**src/rtl/aes_enc_arbiter_if.sv**
```systemverilog
// Handshake bundle between the AES arbiter, its two requesters and the shared encipher core.
// The slave modport is the arbiter's view; master is the requester/core side.
interface aes_enc_arbiter_if;
  logic [1:0]   req_valid;
  logic [1:0]   req_ready;
  logic [127:0] req_block0;
  logic [127:0] req_block1;
  logic [1:0]   req_keylen;

  logic [1:0]   rsp_valid;
  logic [1:0]   rsp_ready;
  logic [127:0] rsp_block0;
  logic [127:0] rsp_block1;
  logic [1:0]   rsp_err;

  logic         core_next;
  logic         core_keylen;
  logic [127:0] core_block;
  logic         core_ready;
  logic [127:0] core_result;

  logic         key_sel;
  logic         busy;

  modport slave (
    input  req_valid, req_block0, req_block1, req_keylen, rsp_ready, core_ready, core_result,
    output req_ready, rsp_valid, rsp_block0, rsp_block1, rsp_err, core_next, core_keylen,
           core_block, key_sel, busy
  );

  modport master (
    output req_valid, req_block0, req_block1, req_keylen, rsp_ready, core_ready, core_result,
    input  req_ready, rsp_valid, rsp_block0, rsp_block1, rsp_err, core_next, core_keylen,
           core_block, key_sel, busy
  );
endinterface

```
**src/rtl/aes_enc_arbiter.sv**
```systemverilog
// Round-robin arbiter sharing one AES encipher core between two requesters, with
// per-requester response registers and a watchdog that aborts a stalled operation.
module aes_enc_arbiter #(
  parameter int unsigned TIMEOUT = 31
) (
  input logic              clk,
  input logic              rst,
  aes_enc_arbiter_if.slave bus
);

  typedef enum logic [1:0] {StIdle, StIssue, StWait, StDone} state_e;

  localparam logic [5:0] TimeoutCnt = 6'(TIMEOUT);

  state_e             state_q, state_d;
  logic [5:0]         wdog_q, wdog_d;
  logic               last_grant_q, last_grant_d;
  logic               key_sel_q, key_sel_d;
  logic [127:0]       op_block_q, op_block_d;
  logic               op_keylen_q, op_keylen_d;
  logic [1:0]         rsp_valid_q, rsp_valid_d;
  logic [1:0]         rsp_err_q, rsp_err_d;
  logic [1:0][127:0]  rsp_block_q, rsp_block_d;

  logic [1:0]         eligible;
  logic [1:0]         grant;
  logic               grant_idx;

  // Eligibility uses the registered response flags, so a release this cycle only
  // makes the requester eligible on the next one.
  always_comb begin
    eligible  = bus.req_valid & ~rsp_valid_q;
    grant     = 2'b00;
    if (state_q == StIdle && !rst) begin
      if (eligible == 2'b11) begin
        grant = last_grant_q ? 2'b01 : 2'b10;
      end else begin
        grant = eligible;
      end
    end
    grant_idx = grant[1];
  end

  always_comb begin
    state_d      = state_q;
    wdog_d       = wdog_q;
    last_grant_d = last_grant_q;
    key_sel_d    = key_sel_q;
    op_block_d   = op_block_q;
    op_keylen_d  = op_keylen_q;
    rsp_err_d    = rsp_err_q;
    rsp_block_d  = rsp_block_q;
    rsp_valid_d  = rsp_valid_q & ~bus.rsp_ready;

    unique case (state_q)
      StIdle: begin
        if (grant != 2'b00) begin
          key_sel_d    = grant_idx;
          last_grant_d = grant_idx;
          op_block_d   = grant_idx ? bus.req_block1 : bus.req_block0;
          op_keylen_d  = bus.req_keylen[grant_idx];
          state_d      = StIssue;
        end
      end
      StIssue: begin
        wdog_d  = 6'd0;
        state_d = StWait;
      end
      StWait: begin
        if (bus.core_ready) begin
          rsp_block_d[key_sel_q] = bus.core_result;
          rsp_err_d[key_sel_q]   = 1'b0;
          state_d                = StDone;
        end else if (wdog_q == TimeoutCnt) begin
          rsp_block_d[key_sel_q] = '0;
          rsp_err_d[key_sel_q]   = 1'b1;
          state_d                = StDone;
        end else begin
          wdog_d = wdog_q + 6'd1;
        end
      end
      StDone: begin
        rsp_valid_d[key_sel_q] = 1'b1;
        state_d                = StIdle;
      end
      default: state_d = StIdle;
    endcase
  end

  always_ff @(posedge clk) begin
    if (rst) begin
      state_q      <= StIdle;
      wdog_q       <= 6'd0;
      last_grant_q <= 1'b1;
      key_sel_q    <= 1'b0;
      op_block_q   <= '0;
      op_keylen_q  <= 1'b0;
      rsp_valid_q  <= 2'b00;
      rsp_err_q    <= 2'b00;
      rsp_block_q  <= '0;
    end else begin
      state_q      <= state_d;
      wdog_q       <= wdog_d;
      last_grant_q <= last_grant_d;
      key_sel_q    <= key_sel_d;
      op_block_q   <= op_block_d;
      op_keylen_q  <= op_keylen_d;
      rsp_valid_q  <= rsp_valid_d;
      rsp_err_q    <= rsp_err_d;
      rsp_block_q  <= rsp_block_d;
    end
  end

  assign bus.req_ready   = grant;
  assign bus.rsp_valid   = rsp_valid_q;
  assign bus.rsp_err     = rsp_err_q;
  assign bus.rsp_block0  = rsp_block_q[0];
  assign bus.rsp_block1  = rsp_block_q[1];
  assign bus.core_next   = (state_q == StIssue);
  assign bus.core_block  = op_block_q;
  assign bus.core_keylen = op_keylen_q;
  assign bus.key_sel     = key_sel_q;
  assign bus.busy        = (state_q != StIdle);

  a_ready_only_idle: assert property (@(posedge clk) disable iff (rst)
    (state_q != StIdle) |-> (bus.req_ready == 2'b00));
  a_ready_onehot: assert property (@(posedge clk) disable iff (rst) $onehot0(bus.req_ready));

endmodule

```
**src/flat_wrapper.sv**
```systemverilog
// flat-port wrapper written by rule: the top's interface ports become plain ports
module aes_enc_arbiter_flat 
#(
  parameter int unsigned TIMEOUT = 31
)
  (clk, rst, bus_req_valid, bus_req_block0, bus_req_block1, bus_req_keylen, bus_rsp_ready, bus_core_ready, bus_core_result, bus_req_ready, bus_rsp_valid, bus_rsp_block0, bus_rsp_block1, bus_rsp_err, bus_core_next, bus_core_keylen, bus_core_block, bus_key_sel, bus_busy);
  aes_enc_arbiter_if bus_i ();
  input logic clk;
  input logic rst;
  input wire logic [$bits(bus_i.req_valid)-1:0] bus_req_valid;
  input wire logic [$bits(bus_i.req_block0)-1:0] bus_req_block0;
  input wire logic [$bits(bus_i.req_block1)-1:0] bus_req_block1;
  input wire logic [$bits(bus_i.req_keylen)-1:0] bus_req_keylen;
  input wire logic [$bits(bus_i.rsp_ready)-1:0] bus_rsp_ready;
  input wire logic [$bits(bus_i.core_ready)-1:0] bus_core_ready;
  input wire logic [$bits(bus_i.core_result)-1:0] bus_core_result;
  output wire logic [$bits(bus_i.req_ready)-1:0] bus_req_ready;
  output wire logic [$bits(bus_i.rsp_valid)-1:0] bus_rsp_valid;
  output wire logic [$bits(bus_i.rsp_block0)-1:0] bus_rsp_block0;
  output wire logic [$bits(bus_i.rsp_block1)-1:0] bus_rsp_block1;
  output wire logic [$bits(bus_i.rsp_err)-1:0] bus_rsp_err;
  output wire logic [$bits(bus_i.core_next)-1:0] bus_core_next;
  output wire logic [$bits(bus_i.core_keylen)-1:0] bus_core_keylen;
  output wire logic [$bits(bus_i.core_block)-1:0] bus_core_block;
  output wire logic [$bits(bus_i.key_sel)-1:0] bus_key_sel;
  output wire logic [$bits(bus_i.busy)-1:0] bus_busy;
  assign bus_i.req_valid = bus_req_valid;
  assign bus_i.req_block0 = bus_req_block0;
  assign bus_i.req_block1 = bus_req_block1;
  assign bus_i.req_keylen = bus_req_keylen;
  assign bus_i.rsp_ready = bus_rsp_ready;
  assign bus_i.core_ready = bus_core_ready;
  assign bus_i.core_result = bus_core_result;
  assign bus_req_ready = bus_i.req_ready;
  assign bus_rsp_valid = bus_i.rsp_valid;
  assign bus_rsp_block0 = bus_i.rsp_block0;
  assign bus_rsp_block1 = bus_i.rsp_block1;
  assign bus_rsp_err = bus_i.rsp_err;
  assign bus_core_next = bus_i.core_next;
  assign bus_core_keylen = bus_i.core_keylen;
  assign bus_core_block = bus_i.core_block;
  assign bus_key_sel = bus_i.key_sel;
  assign bus_busy = bus_i.busy;
  aes_enc_arbiter #(.TIMEOUT(TIMEOUT)) u_core (.clk(clk), .rst(rst), .bus(bus_i));
endmodule
```
**config.mk**
```make
export PLATFORM = sky130hd
export DESIGN_NAME = aes_enc_arbiter_flat
export DESIGN_NICKNAME = d
export VERILOG_FILES = /design/src/rtl/aes_enc_arbiter_if.sv /design/src/rtl/aes_enc_arbiter.sv /design/src/flat_wrapper.sv
export SDC_FILE = /design/constraint.sdc
export NUM_CORES = 1
export LEC_CHECK = 0
export BUFFER_PORTS_ARGS = -buffer_cell sky130_fd_sc_hd__buf_2
export CAP_MARGIN = 20
export CORE_AREA = 2 2 310 312
export CTS_BUF_LIST = sky130_fd_sc_hd__clkbuf_8
export DETAILED_ROUTE_END_ITERATION = 10
export DIE_AREA = 0 0 312 314
export PLACE_DENSITY_LB_ADDON = 0.12
export SKIP_LAST_GASP = 1
export SLEW_MARGIN = 20
export SYNTH_ARGS = -nofsm -noshare
export SYNTH_HDL_FRONTEND = slang
export SYNTH_SLANG_ARGS = --single-unit
export TNS_END_PERCENT = 30
```
**constraint.sdc**
```tcl
create_clock -name clk -period 3.31 [get_ports clk]
set_clock_uncertainty 0.05 [all_clocks]
set_input_delay 0.662 -clock clk [delete_from_list [all_inputs] [get_ports clk]]
set_output_delay 0.662 -clock clk [all_outputs]
set_load 0.01 [all_outputs]
```
# Word-level counts from Yosys, hierarchy flattened
# Index checks and enable logic that the tools add are counted.
dict set report totals {
  register_bits 399
  inputBits 393
  output_inout_bits 394
  wordCells 68
}
dict set report classes {
  addsub 1
  n_lt_le_gt_ge 3
  n_eq_ne 9
  muxes 23
  n_bitwise 10
  reduce_logical 12
}
# cell count
set op_table {}
lappend op_table {{two-way mux 256 bit} 2}
lappend op_table {{bitwise AND 256 bit} 1}
lappend op_table {{bitwise mux 256 bit} 1}
lappend op_table {{two-way mux 128 bit} 2}
lappend op_table {{NOT 256 bit} 1}
lappend op_table {{demux 128 bit (select 1 bit)} 1}
lappend op_table {{two-way mux 2 bit} 9}
lappend op_table {{two-way mux 6 bit} 2}
lappend op_table {{one-hot mux 6 bit (2 select lines)} 1}
lappend op_table {{one-hot mux 2 bit (4 select lines)} 1}
lappend op_table {{nonzero test 2 bit} 4}
lappend op_table {{adder 6 x 1 -> 6 bit, second input constant} 1}
lappend op_table {{bitwise AND 2 bit} 3}
lappend op_table {{== test 2 bit, second input constant} 3}
lappend op_table {{== test 6 x 5 -> 1 bit, second input constant} 1}
lappend op_table {{!= test 2 bit, second input constant} 3}
lappend op_table {{NOT 2 bit} 3}
lappend op_table {{AND reduction 2 bit} 3}
lappend op_table {{< comparator 1 x 2 -> 1 bit, second input constant} 2}
lappend op_table {{OR 2 bit} 2}
lappend op_table {{two-way mux 1 bit} 3}
lappend op_table {{!= test 3 x 2 -> 1 bit, second input constant} 1}
lappend op_table {{AND reduction 3 bit} 1}
lappend op_table {{== test 2 x 1 -> 1 bit, second input constant} 1}
lappend op_table {{other kinds (5)} 6}

# Depth between registers and ports, before layout
dict set report logic_depth {
  word_depth 8
  ltp_mapped 9
  ltp_nobuf 7
}

# Least setup slack after synthesis
# OpenSTA, ideal clock, no wires.
dict set report synth_timing {
  path_type {input -> output}
  start {input port rst}
  end {output port bus_req_ready[1]}
  t_arrival_ps 1590
  required_ps 2598
  slack_ps 1008
  stages 4
  path_buffers 2
  cell_sequence {buf_2 nand2b_1 a311oi_2 buf_2}
}
dict set report synth_via {
  elab_chain_cells 3
}
# item line
set synth_rtl {}
lappend synth_rtl {{from (decl)} flat_wrapper.sv:9} ;# input logic rst;
lappend synth_rtl {{zero test 1 bit} aes_enc_arbiter.sv:34} ;# if (state_q == StIdle && !rst) begin
lappend synth_rtl {{logical AND 1 bit} aes_enc_arbiter.sv:34}
lappend synth_rtl {{two-way mux 2 bit} aes_enc_arbiter.sv:34}
lappend synth_rtl {{to (decl)} flat_wrapper.sv:17} ;# output wire logic [$bits(bus_i.req_ready)-1:0] bus_req_ready;
# No other way between the ends.

# Final worst setup path
dict set report layout_timing {
  start {register u_core.state_q[0]}
  end {output port bus_req_ready[1]}
}
dict set report layout_via {
  elab_chain_cells 3
}
# item line
set layout_rtl {}
lappend layout_rtl {{from (decl)} aes_enc_arbiter.sv:15} ;# state_e state_q, state_d;
lappend layout_rtl {{from (signal assigned)} aes_enc_arbiter.sv:92} ;# state_q <= StIdle;
lappend layout_rtl {{from (signal assigned)} aes_enc_arbiter.sv:102} ;# state_q <= state_d;
lappend layout_rtl {{zero test 2 bit} aes_enc_arbiter.sv:34}
lappend layout_rtl {{logical AND 1 bit} aes_enc_arbiter.sv:34}
lappend layout_rtl {{two-way mux 2 bit} aes_enc_arbiter.sv:34}
# No other way between the ends.

==> reports/metrics.yaml <==
global_routing:
  antenna_found_initial: 40
  grt_pass1_wl_mm: 108.8
  grt_pass1_vias: 15917
  grt_max_degree: 182
  grt_util_all_layers_pct: 14.74
  grt-ovfl-total: 0
critical_path:
  worst_r2r_endpoint: "u_core.bus.rsp_block1[3]"
  start_kind: "register"
  r2r_cells: 7
  reg2reg_from: "u_core.state_q[0]"
  critPathMaxFanout: 42
  reg2reg_slack_ns: 0.87
  criticalPathCategory: "register to primary output"
  worstPathRequired_ns: 2.60
  endpoint_kind: "primary output"
  cp.arrival_ns: 2.37
sta:
  rsz0062_at_grt: "no"
  setup_viol: 0
  drv_slew: 0
  whs_ns: 0.1823
  slew_headroom_pct: 12.67
  tightest_slew_ns: 1.310
  min_period_ns: 3.086
  finalSetupTns_ns: 0
  period_share_pct: 93.22
  maxClockFrequency_ghz: 0.3241
  hold_violations: 0
  fin_ws_ns: 0.2245
synthesis:
  synth_edf_count: 0
  syn_inst: 1672
  netlist_top_cells_count: "dfxtp_1 (399), nand2_1 (261), nand3_1 (261)"
  synthAdderAreaFrac_pct: 0.5160
  yosysTopAreaCell: "dfxtp_1"
  ys_types: 38
  synthArstFlopShare_pct: 0
  synth.yosys.warnings: 0
  synth_mux_area_share_pct: 0.06880
  synthFlopType: "dfxtp_1"
  yosysMostFrequentCell: "dfxtp_1"
  syn_avg_cell_area_um2: 8.702
  synth-simple-area-share_pct: 20.13
  syn_area_um2: 14550
  post-synth-top-area-fraction_pct: 54.90
  ys_seq_area_share_pct: 54.90
  ys_seq_elements: 399
  synthesis.nets: 2071
  yosys.area_share.xor_xnor_pct: 0
  synthTopCellsByArea: "dfxtp_1 (55%), nand3_1 (9.0%), a21oi_1 (8.9%)"
  synth_top_family_by_area: "simple AND/OR/NAND/NOR gates"
  synth_compound_area_share_pct: 18.94
clock_network:
  h-tree-depth: 3
  clk_latency_ns: 0.69
  cts_setup_buffers: 0
  cts_made_buffers: 83
  clock_sinks: 399
  clock_tree.root_cell: "clkbuf_8"
  cts_hold_buf: 0
  cts_buffer_depth: 3
  cts_tree: "yes"
  cts_resized: 0
  clk_transition_reported_paths_ns: 0.06
die:
  die-area_um2: 97970
  start_util_pct: 15.40
  core_um2: 94450
  fp.dieW_um: 312
  die_h_um: 314
  io_pins: 787
  fp-row-count: 113
detailed_routing:
  wl_per_cell_um: 20.50
  drt_pass1_iterations: 8
  num_vias: 16006
  routed_wl_mm: 76.35
  viasPerCell: 4.298
  ant_nets: 0
  initialDrtViolationCount: 1438
  drc: 0
placed_design:
  dp_cells: 3575
  place_hpwl_mm: 53.45
  io_buffers: 786
  dp_slack_ns: 0.5467
  place.gp.congestion: 0.9743
min_path:
  worstHoldEndpoint: "u_core.bus.core_block[114]"
  worstHoldPathType: "primary input to register"
  hp-start: "bus_req_block0[114]"
  whs_path_depth: 3
flow_run:
  maxCapViolations: 0
final_layout:
  areaGrowthSynthToFinish_pct: 46.36
  layout-drive-gt1-share_pct: 37.93
  seq_area_um2: 7988
  nets: 2794
  fill_cells: 10599
  multi_input_comb_area_um2: 5828
  final_core_util_pct: 22.55
  final_cells: 3724
power:
  power.density_nw_per_um2: 605.3
  leakage_nw: 9.225
  ir_drop_v: 0.0002226
status:
  status: "finished clean"
-- area by class of cell --
class | count | share of cell area, %
Sequential cell | 399 | 37.51
Multi-Input combinational cell | 1095 | 27.37
Timing Repair Buffer | 809 | 20.07
Tap cell | 1265 | 7.433
Clock buffer | 103 | 6.657
Clock inverter | 36 | 0.7110
Inverter | 7 | 0.1351
Antenna cell | 10 | 0.1175
-- power by group --
part	leakage [nW]	internal, W	switching [W]	total [W]
registers	3.23	0.00521	0.000236	0.00545
logic	5.08	0.000923	0.00143	0.00235
clock network	0.911	0.00276	0.00232	0.00509
-- per-stage QoR --
| stage | power, W | area (um2) |
|---|---|---|
| 6_report | 0.01289 | 21290 |
| 4_1_cts | 0.01323 | 21270 |
| 3_3_place_gp | 0.007932 | 19700 |
| 5_1_grt | 0.01365 | 21290 |
| 3_5_place_dp | 0.007941 | 19700 |
| 2_1_floorplan | 0.006771 | 14550 |
-- registers in the layout, indices dropped and copies added, names as in the netlist, named ones only --
register / count
u_core.state_q: 2
u_core.wdog_q: 6
u_core.last_grant_q: 1
u_core.bus.core_block: 128
u_core.bus.rsp_valid: 2
u_core.bus.rsp_block1: 128
u_core.bus.core_keylen: 1
u_core.bus.rsp_block0: 128
u_core.bus.key_sel: 1
-- cell usage in the layout (no fill, tap or decap), types with 2 or more instances in the layout --
cell / instances
buf_2: 784
dfxtp_1: 399
nand2_1: 261
nand3_1: 261
a21oi_1: 259
nor2_1: 134
a222oi_1: 129
clkbuf_8: 103
inv_1: 35
buf_12: 12
buf_4: 11
diode_2: 10
nand2b_1: 5
o21ai_0: 5
ha_1: 5
and2_1: 4
clkinv_2: 4
a31oi_1: 3
clkinvlp_4: 3
nand3b_1: 2
o21a_4: 2
o21ai_4: 2
a21boi_0: 2
nand4_1: 2
-- critical path, cell delays in order (launching register included) --
cell	delay, ns
dfxtp_1	0.34
inv_1	0.12
ha_2	0.26
nand2b_1	0.13
a311oi_4	0.34
buf_12	0.25
buf_2	0.19
-- cell families (layout without fill, tap and decap cells) --
logic type	after synthesis	count (layout)
buffers and inverters	178	955
muxes	1	1
and+or+nand+nor	676	676
AOI/OAI and AO/OA	412	412
other	0	10
DFF	399	399
adders and majority gates	6	6
-- worst max path at each step --
stage / to / start / slack (ns) / cells past startpoint
detailed placement: u_core.bus.core_block[93] / rst / 0.55 / 4
finish: bus_req_ready[1] / u_core.state_q[0] / 0.22 / 6
CTS: bus_req_ready[1] / u_core.state_q[0] / 0.006 / 6
floorplan: bus_req_ready[1] / rst / 1.01 / 4
global route: bus_req_ready[1] / u_core.state_q[0] / 0.00004 / 6
global placement: u_core.bus.core_block[23] / rst / 0.56 / 4
-- metal layers --
| metal | global-route usage [%] | up-vias | wire [um] |
|---|---|---|---|
| li1 | - | 7480 | - |
| met1 | 15.36 | 7645 | 27990 |
| met2 | 26.61 | 700 | 38920 |
| met3 | 5.843 | 157 | 7050 |
| met4 | 5.507 | 24 | 2244 |
| met5 | 0 | - | 145 |
Note: power is estimated with default switching activity, not from simulation.
